==> config.mk <==
export PLATFORM = sky130hd
export DESIGN_NAME = ins_fetch
export DESIGN_NICKNAME = d
export VERILOG_FILES = /design/src/rtl/riscv_fetch_pkg.sv /design/src/rtl/fetch_fifo.sv /design/src/rtl/ins_fetch.sv
export SDC_FILE = /design/constraint.sdc
export NUM_CORES = 1
export LEC_CHECK = 0
export CAP_MARGIN = 20
export CORE_MARGIN = 4
export CORE_UTILIZATION = 54
export DETAILED_ROUTE_END_ITERATION = 10
export HOLD_SLACK_MARGIN = 0.12
export PLACE_DENSITY = 0.8
export SLEW_MARGIN = 25
export SYNTH_ARGS = -nofsm -noshare
export SYNTH_HDL_FRONTEND = slang
export SYNTH_SLANG_ARGS = --single-unit
==> constraint.sdc <==
create_clock -name clk -period 4.82 [get_ports clk]
set_input_delay 0.723 -clock clk [delete_from_list [all_inputs] [get_ports clk]]
set_output_delay 0.723 -clock clk [all_outputs]
set_load 0.05 [all_outputs]
==> src/rtl/riscv_fetch_pkg.sv <==
// Shared types and constants for the RV32I instruction-fetch stage.
// The optional IFETCH_PERF_EN build adds perf counters in ins_fetch; nothing here depends on it.
package riscv_fetch_pkg;

    localparam int          ILEN      = 32;
    localparam logic [31:0] NOP_INSTR = 32'h0000_0013;

    typedef struct packed {
        logic [ILEN-1:0] instr;
        logic [ILEN-1:0] pc;
        logic            mis;
    } fetch_entry_t;

    function automatic logic [ILEN-1:0] align_word(input logic [ILEN-1:0] addr);
        return {addr[ILEN-1:2], 2'b00};
    endfunction

endpackage

==> src/rtl/fetch_fifo.sv <==
// Small fetch queue between the instruction memory response and decode.
// Flush has priority over push/pop; push+pop in the same cycle is legal at any occupancy.
module fetch_fifo
    import riscv_fetch_pkg::*;
#(
    parameter int DEPTH = 2,
    parameter int CNT_W = $clog2(DEPTH) + 1
) (
    input  logic             clk,
    input  logic             rst_n,
    input  logic             push_i,
    input  fetch_entry_t     push_entry_i,
    input  logic             pop_i,
    input  logic             flush_i,
    output logic [CNT_W-1:0] count_o,
    output logic             valid_o,
    output fetch_entry_t     head_o
);

    localparam int PTR_W = $clog2(DEPTH);

    fetch_entry_t     mem_q [DEPTH];
    fetch_entry_t     mem_d [DEPTH];
    logic [PTR_W-1:0] wr_ptr_q, wr_ptr_d;
    logic [PTR_W-1:0] rd_ptr_q, rd_ptr_d;
    logic [CNT_W-1:0] count_q, count_d;
    logic             full;
    logic             do_push;
    logic             do_pop;

    assign full    = (count_q == CNT_W'(DEPTH));
    assign do_pop  = pop_i & (count_q != '0);
    // A push into a full queue is only accepted when the head leaves in the same cycle.
    assign do_push = push_i & (!full | do_pop);

    always_comb begin
        mem_d    = mem_q;
        wr_ptr_d = wr_ptr_q;
        rd_ptr_d = rd_ptr_q;
        count_d  = count_q;
        if (flush_i) begin
            wr_ptr_d = '0;
            rd_ptr_d = '0;
            count_d  = '0;
        end else begin
            if (do_push) begin
                mem_d[wr_ptr_q] = push_entry_i;
                wr_ptr_d        = wr_ptr_q + 1'b1;
            end
            if (do_pop) begin
                rd_ptr_d = rd_ptr_q + 1'b1;
            end
            count_d = count_q + CNT_W'(do_push) - CNT_W'(do_pop);
        end
    end

    always_ff @(posedge clk or negedge rst_n) begin
        if (!rst_n) begin
            for (int i = 0; i < DEPTH; i++) begin
                mem_q[i] <= '0;
            end
            wr_ptr_q <= '0;
            rd_ptr_q <= '0;
            count_q  <= '0;
        end else begin
            mem_q    <= mem_d;
            wr_ptr_q <= wr_ptr_d;
            rd_ptr_q <= rd_ptr_d;
            count_q  <= count_d;
        end
    end

    assign count_o = count_q;
    assign valid_o = (count_q != '0);
    assign head_o  = mem_q[rd_ptr_q];

    overflow_chk: assert property (@(posedge clk) disable iff (!rst_n)
        !(push_i && !pop_i && !flush_i && full));

endmodule

==> src/rtl/ins_fetch.sv <==
// RV32I fetch stage: owns the PC, issues one-cycle-latency reads to ins_mem and queues results for decode.
// Define IFETCH_PERF_EN to add saturating fetch/stall/flush counters on perf_*_o.
module ins_fetch
    import riscv_fetch_pkg::*;
#(
    parameter logic [31:0] RESET_PC = 32'h0000_0000,
    parameter int          FQ_DEPTH = 2
) (
    input  logic        clk,
    input  logic        reset_n,
    input  logic        fetch_en_i,
    input  logic        redirect_i,
    input  logic [31:0] redirect_pc_i,
    output logic        imem_en_o,
    output logic [31:0] imem_addr_o,
    input  logic [31:0] imem_rdata_i,
    output logic        id_valid_o,
    input  logic        id_ready_i,
    output logic [31:0] id_instr_o,
    output logic [31:0] id_pc_o,
`ifdef IFETCH_PERF_EN
    output logic        id_misalign_o,
    output logic [31:0] perf_fetch_o,
    output logic [31:0] perf_stall_o,
    output logic [31:0] perf_flush_o
`else
    output logic        id_misalign_o
`endif
);

    localparam int CNT_W = $clog2(FQ_DEPTH) + 1;

    logic [31:0]      pc_q, pc_d;
    logic [31:0]      tag_q, tag_d;
    logic             inflight_q, inflight_d;
    logic             mis_q, mis_d;

    logic [CNT_W-1:0] fq_count;
    logic             fq_valid;
    fetch_entry_t     fq_head;
    fetch_entry_t     push_entry;
    logic             pop;
    logic             push;
    logic             issue;
    logic [CNT_W:0]   occupancy;

    assign pop = fq_valid & id_ready_i;

    // Slots already claimed once this cycle's pop and the outstanding response are accounted for.
    assign occupancy = {1'b0, fq_count} + (CNT_W+1)'(inflight_q) - (CNT_W+1)'(pop);

    // Gating with reset_n keeps the request port quiet while reset is held.
    assign issue       = reset_n & ((fetch_en_i & (occupancy < (CNT_W+1)'(FQ_DEPTH))) | redirect_i);
    assign imem_en_o   = issue;
    assign imem_addr_o = (redirect_i && reset_n) ? align_word(redirect_pc_i) : pc_q;

    assign push       = inflight_q & !redirect_i;
    assign push_entry = '{instr: imem_rdata_i, pc: tag_q, mis: mis_q};

    always_comb begin
        pc_d       = pc_q;
        tag_d      = tag_q;
        mis_d      = mis_q;
        inflight_d = issue;
        if (issue) begin
            pc_d  = imem_addr_o + 32'd4;
            tag_d = imem_addr_o;
            mis_d = redirect_i & (redirect_pc_i[1:0] != 2'b00);
        end
    end

    always_ff @(posedge clk or negedge reset_n) begin
        if (!reset_n) begin
            pc_q       <= RESET_PC;
            tag_q      <= RESET_PC;
            mis_q      <= 1'b0;
            inflight_q <= 1'b0;
        end else begin
            pc_q       <= pc_d;
            tag_q      <= tag_d;
            mis_q      <= mis_d;
            inflight_q <= inflight_d;
        end
    end

    fetch_fifo #(
        .DEPTH (FQ_DEPTH),
        .CNT_W (CNT_W)
    ) u_fifo (
        .clk          (clk),
        .rst_n        (reset_n),
        .push_i       (push),
        .push_entry_i (push_entry),
        .pop_i        (pop),
        .flush_i      (redirect_i),
        .count_o      (fq_count),
        .valid_o      (fq_valid),
        .head_o       (fq_head)
    );

    assign id_valid_o    = fq_valid;
    assign id_instr_o    = fq_valid ? fq_head.instr : NOP_INSTR;
    assign id_pc_o       = fq_valid ? fq_head.pc    : 32'h0;
    assign id_misalign_o = fq_valid & fq_head.mis;

`ifdef IFETCH_PERF_EN
    logic [2:0]  perf_evt;
    logic [31:0] perf_cnt [3];

    // Only pushed responses count as fetches, so a squashed word never reaches perf_fetch_o.
    assign perf_evt = {redirect_i, fq_valid & !id_ready_i, push};

    for (genvar gi = 0; gi < 3; gi++) begin : g_perf
        logic [31:0] cnt_q, cnt_d;

        always_comb begin
            cnt_d = cnt_q;
            if (perf_evt[gi] && (cnt_q != 32'hFFFF_FFFF)) begin
                cnt_d = cnt_q + 32'd1;
            end
        end

        always_ff @(posedge clk or negedge reset_n) begin
            if (!reset_n) begin
                cnt_q <= '0;
            end else begin
                cnt_q <= cnt_d;
            end
        end

        assign perf_cnt[gi] = cnt_q;
    end

    assign perf_fetch_o = perf_cnt[0];
    assign perf_stall_o = perf_cnt[1];
    assign perf_flush_o = perf_cnt[2];
`else
    // Without the perf build there are no counters to maintain.
`endif

endmodule
==> impl_metrics.py <==
metrics = {
    "global_route": {
        "met2_usage_pct": 35.6,
        "overflow": 0,
        "antenna_found_initial": 0,
        "grt.met1_usage_pct": 34.4,
        "grt_pass1_wl_um": 38000,
        "grtUsageTotal_pct": 23.3,
        "grt_busiest_layer": "met2",
        "grt_max_degree": 89,
        "grt_pass1_vias": 7203,
        "grt.met3_usage_pct": 5.44,
    },
    "synth": {
        "yosys_most_used_dff": "dfrtp_1",
        "syn_nets": 981,
        "yosysTopAreaCellShare_pct": 50.7,
        "async_reset_ff_share_pct": 100,
        "netlist_top_cells_count": "dfrtp_1 (198), nand2_1 (191), mux2_2 (138), nor2_1 (75), mux2i_1 (72)",
        "synth.area.top_cells": "dfrtp_1 (51%), mux2_2 (16%), mux2i_1 (7.4%), nand2_1 (7.3%), nor2_1 (2.9%)",
        "ys_seq_elements": 198,
        "yosysWarnings": 0,
        "netlist_instances": 907,
        "syn_area_per_cell_sq_um": 10.8,
        "ys_types": 44,
        "synth_area_sq_um": 9780,
        "ys_seq_area_share_pct": 50.7,
        "yosysMostFrequentCell": "dfrtp_1",
        "yosysTopAreaCell": "dfrtp_1",
        "synth-edff-count": 0,
    },
    "place": {
        "hpwl_um": 15700,
        "post-place-ws_ns": 1.07,
        "gp_congestion": 0.959,
        "io_buffers": 167,
        "place_area_sq_um": 11600,
    },
    "power_and_ir_drop": {
        "leakage_nw": 5.29,
        "ir_worst_vdd_mv": 0.448,
        "powerDensity_nw_per_um2": 660,
        "totalPowerFinal_mw": 8.04,
    },
    "cells_and_area": {
        "layout.nets": 1127,
        "fillerInstances": 1327,
        "drive_gt1_share_pct": 22.0,
        "antenna_cells": 0,
        "area_growth_pct": 24.4,
        "final_cell_area_sq_um": 12200,
        "final_util_pct": 69.4,
    },
    "clock_network": {
        "clock-sinks": 198,
        "cts_htree_levels": 4,
        "cts_resized": 0,
        "clock_latency_ns": 0.42,
        "clock_path_buffers": 2,
        "cts_tree": "done",
        "cts_root_buf": "clkbuf_16",
        "holdBufCountCts": 0,
        "cts_buffers": 17,
        "clk_pin_slew_ns": 0.07,
        "postCtsSetupRepairBufs": 0,
    },
    "worst_setup_path": {
        "worstSetupPathType": "in2out",
        "cp_slowest_cell": "clkdlybuf4s50_1",
        "r2r-start": "u_fifo.count_o[1]$_DFF_PN0_",
        "crit_path_start_kind": "input port",
        "r2r-end": "pc_q[14]$_DFFE_PN0P_",
        "rr_worst_depth": 12,
        "crit_path_end_kind": "primary output",
        "r2r_setup_slack_ns": 1.56,
        "worst-path-max-fanout": 61,
        "slowest_delay_ns": 0.71,
        "worst_ep_required_time_ns": 4.10,
        "cp.arrival_ns": 3.04,
        "crit_start": "reset_n",
        "worstPathCellList": "clkbuf_8, and2_4, buf_4, mux2i_1, inv_1, clkdlybuf4s50_1",
        "critPathCapture": "imem_addr_o[17]",
    },
    "timing": {
        "max_freq_ghz": 0.266,
        "skew_ns": 0.00736,
        "hold_viol": 0,
        "tns_ns": 0,
        "finalMaxSlewViolations": 0,
        "slew_headroom_pct": 35.2,
        "worstMarginPinSlew_ns": 0.972,
        "finalCritPeriodShare_pct": 78.0,
        "finalSetupViolCount": 0,
        "rsz0062_at_grt": "no",
        "worst_slack_ns": 1.06,
        "period_needed_ns": 3.76,
    },
    "job": {
        "drv_cap": 0,
    },
    "die": {
        "rows": 48,
        "dieArea_sq_um": 20300,
        "die_h_um": 143,
        "start_util_pct": 55.8,
        "core_area_sq_um": 17500,
        "die_w_um": 143,
        "pin_count": 168,
    },
    "drt": {
        "drt_first_pass_iters": 5,
        "vias_per_cell": 5.60,
        "wl_per_cell_um": 17.8,
        "antenna_left": 0,
        "drc_errors": 0,
        "num_vias": 7220,
        "wirelength_um": 23000,
        "drt_iter0_drc": 464,
    },
    "min_path": {
        "hp-class": "in2async",
    },
    "status": {
        "status": "finished, final reports clean",
    },
}
-- worst min-delay path by stage --
| stage | from | to | slack, ns | cells after the start |
|---|---|---|---|---|
| after floorplan | reset_n | inflight_q$_DFF_PN0_ | 0.43 | 0 |
| after global placement | pc_q[30]$_DFFE_PN0P_ | pc_q[30]$_DFFE_PN0P_ | 0.48 | 2 |
| after detailed placement | pc_q[30]$_DFFE_PN0P_ | pc_q[30]$_DFFE_PN0P_ | 0.48 | 2 |
| after CTS | reset_n | u_fifo.mem_q[22]$_DFFE_PN0P_ | 0.28 | 1 |
| after global routing | reset_n | u_fifo.mem_q[99]$_DFFE_PN0P_ | 0.30 | 1 |
| final | reset_n | u_fifo.mem_q[98]$_DFFE_PN0P_ | 0.29 | 1 |
-- metrics by stage --
step	hold WS, ns	std cells
2_1_floorplan	0.427	907
3_3_place_gp	0.476	1258
3_5_place_dp	0.479	1258
4_1_cts	0.280	1289
5_1_grt	0.300	1290
6_report	0.287	1290
-- cells in the final DEF (no fill, tap or decap), types with 14 or more instances in the layout --
cell type / synthesis / layout
o21ai_0: 25 / 25
clkbuf_16: 0 / 17
o21ai_1: 14 / 14
mux2i_1: 72 / 72
xnor2_1: 20 / 20
dfrtp_1: 198 / 197
nor2_1: 75 / 74
clkdlybuf4s50_1: 0 / 141
mux2_2: 138 / 138
nand4_1: 26 / 26
buf_4: 0 / 35
nand3_1: 14 / 14
nand2_1: 191 / 190
-- area by class of cell --
type	instances	area (sq um)	share of cell area, %
clock buffers	18	439	3.61
well taps	225	282	2.31
flip-flops and latches	198	4960	40.8
inverters	9	33.8	0.278
repair buffers	180	1750	14.4
clock inverters	13	135	1.11
multi-input cells	647	4570	37.6
-- report_power, final --
| part | switching [mW] | total [mW] | internal (mW) |
|---|---|---|---|
| sequential | 0.499 | 2.87 | 2.37 |
| clock | 0.646 | 1.39 | 0.741 |
| combinational | 2.30 | 3.78 | 1.48 |
| total | 3.44 | 8.04 | 4.59 |
-- cells by family (layout without fill, tap and decap cells) --
kind of cell               Yosys count  count (layout)  share of synthesized area, %
muxes                              210             210                          23.3
adders and majority gates            5               5                         0.716
buffers and inverters               62             220                          2.90
and+or+nand+nor                    341             341                          15.8
DFF                                198             198                          50.7
xor gates and xnor gates            28              28                          2.51
AOI/OAI and AO/OA                   63              63                          4.12
-- sequential cells by signal, summed over array words and instances (netlist names) --
signal,count
mis_q,1
u_fifo.wr_ptr_q,1
inflight_q,1
pc_q,32
u_fifo.mem_q,130
tag_q,30
u_fifo.count_o,2
u_fifo.rd_ptr_q,1
-- worst max-delay path: cells and delay by family --
family	cells	cell delay [ns]
buffers and inverters	4	1.48
and+or+nand+nor	1	0.55
muxes	1	0.22
-- layer usage --
layer  wire length [um]  vias to the layer above
met4                245                        0
met3               1700                       20
li1                   -                     3403
met1              10700                     3541
met5                  0                        -
met2              10400                      256
Note: power is estimated with default switching activity, not from simulation.
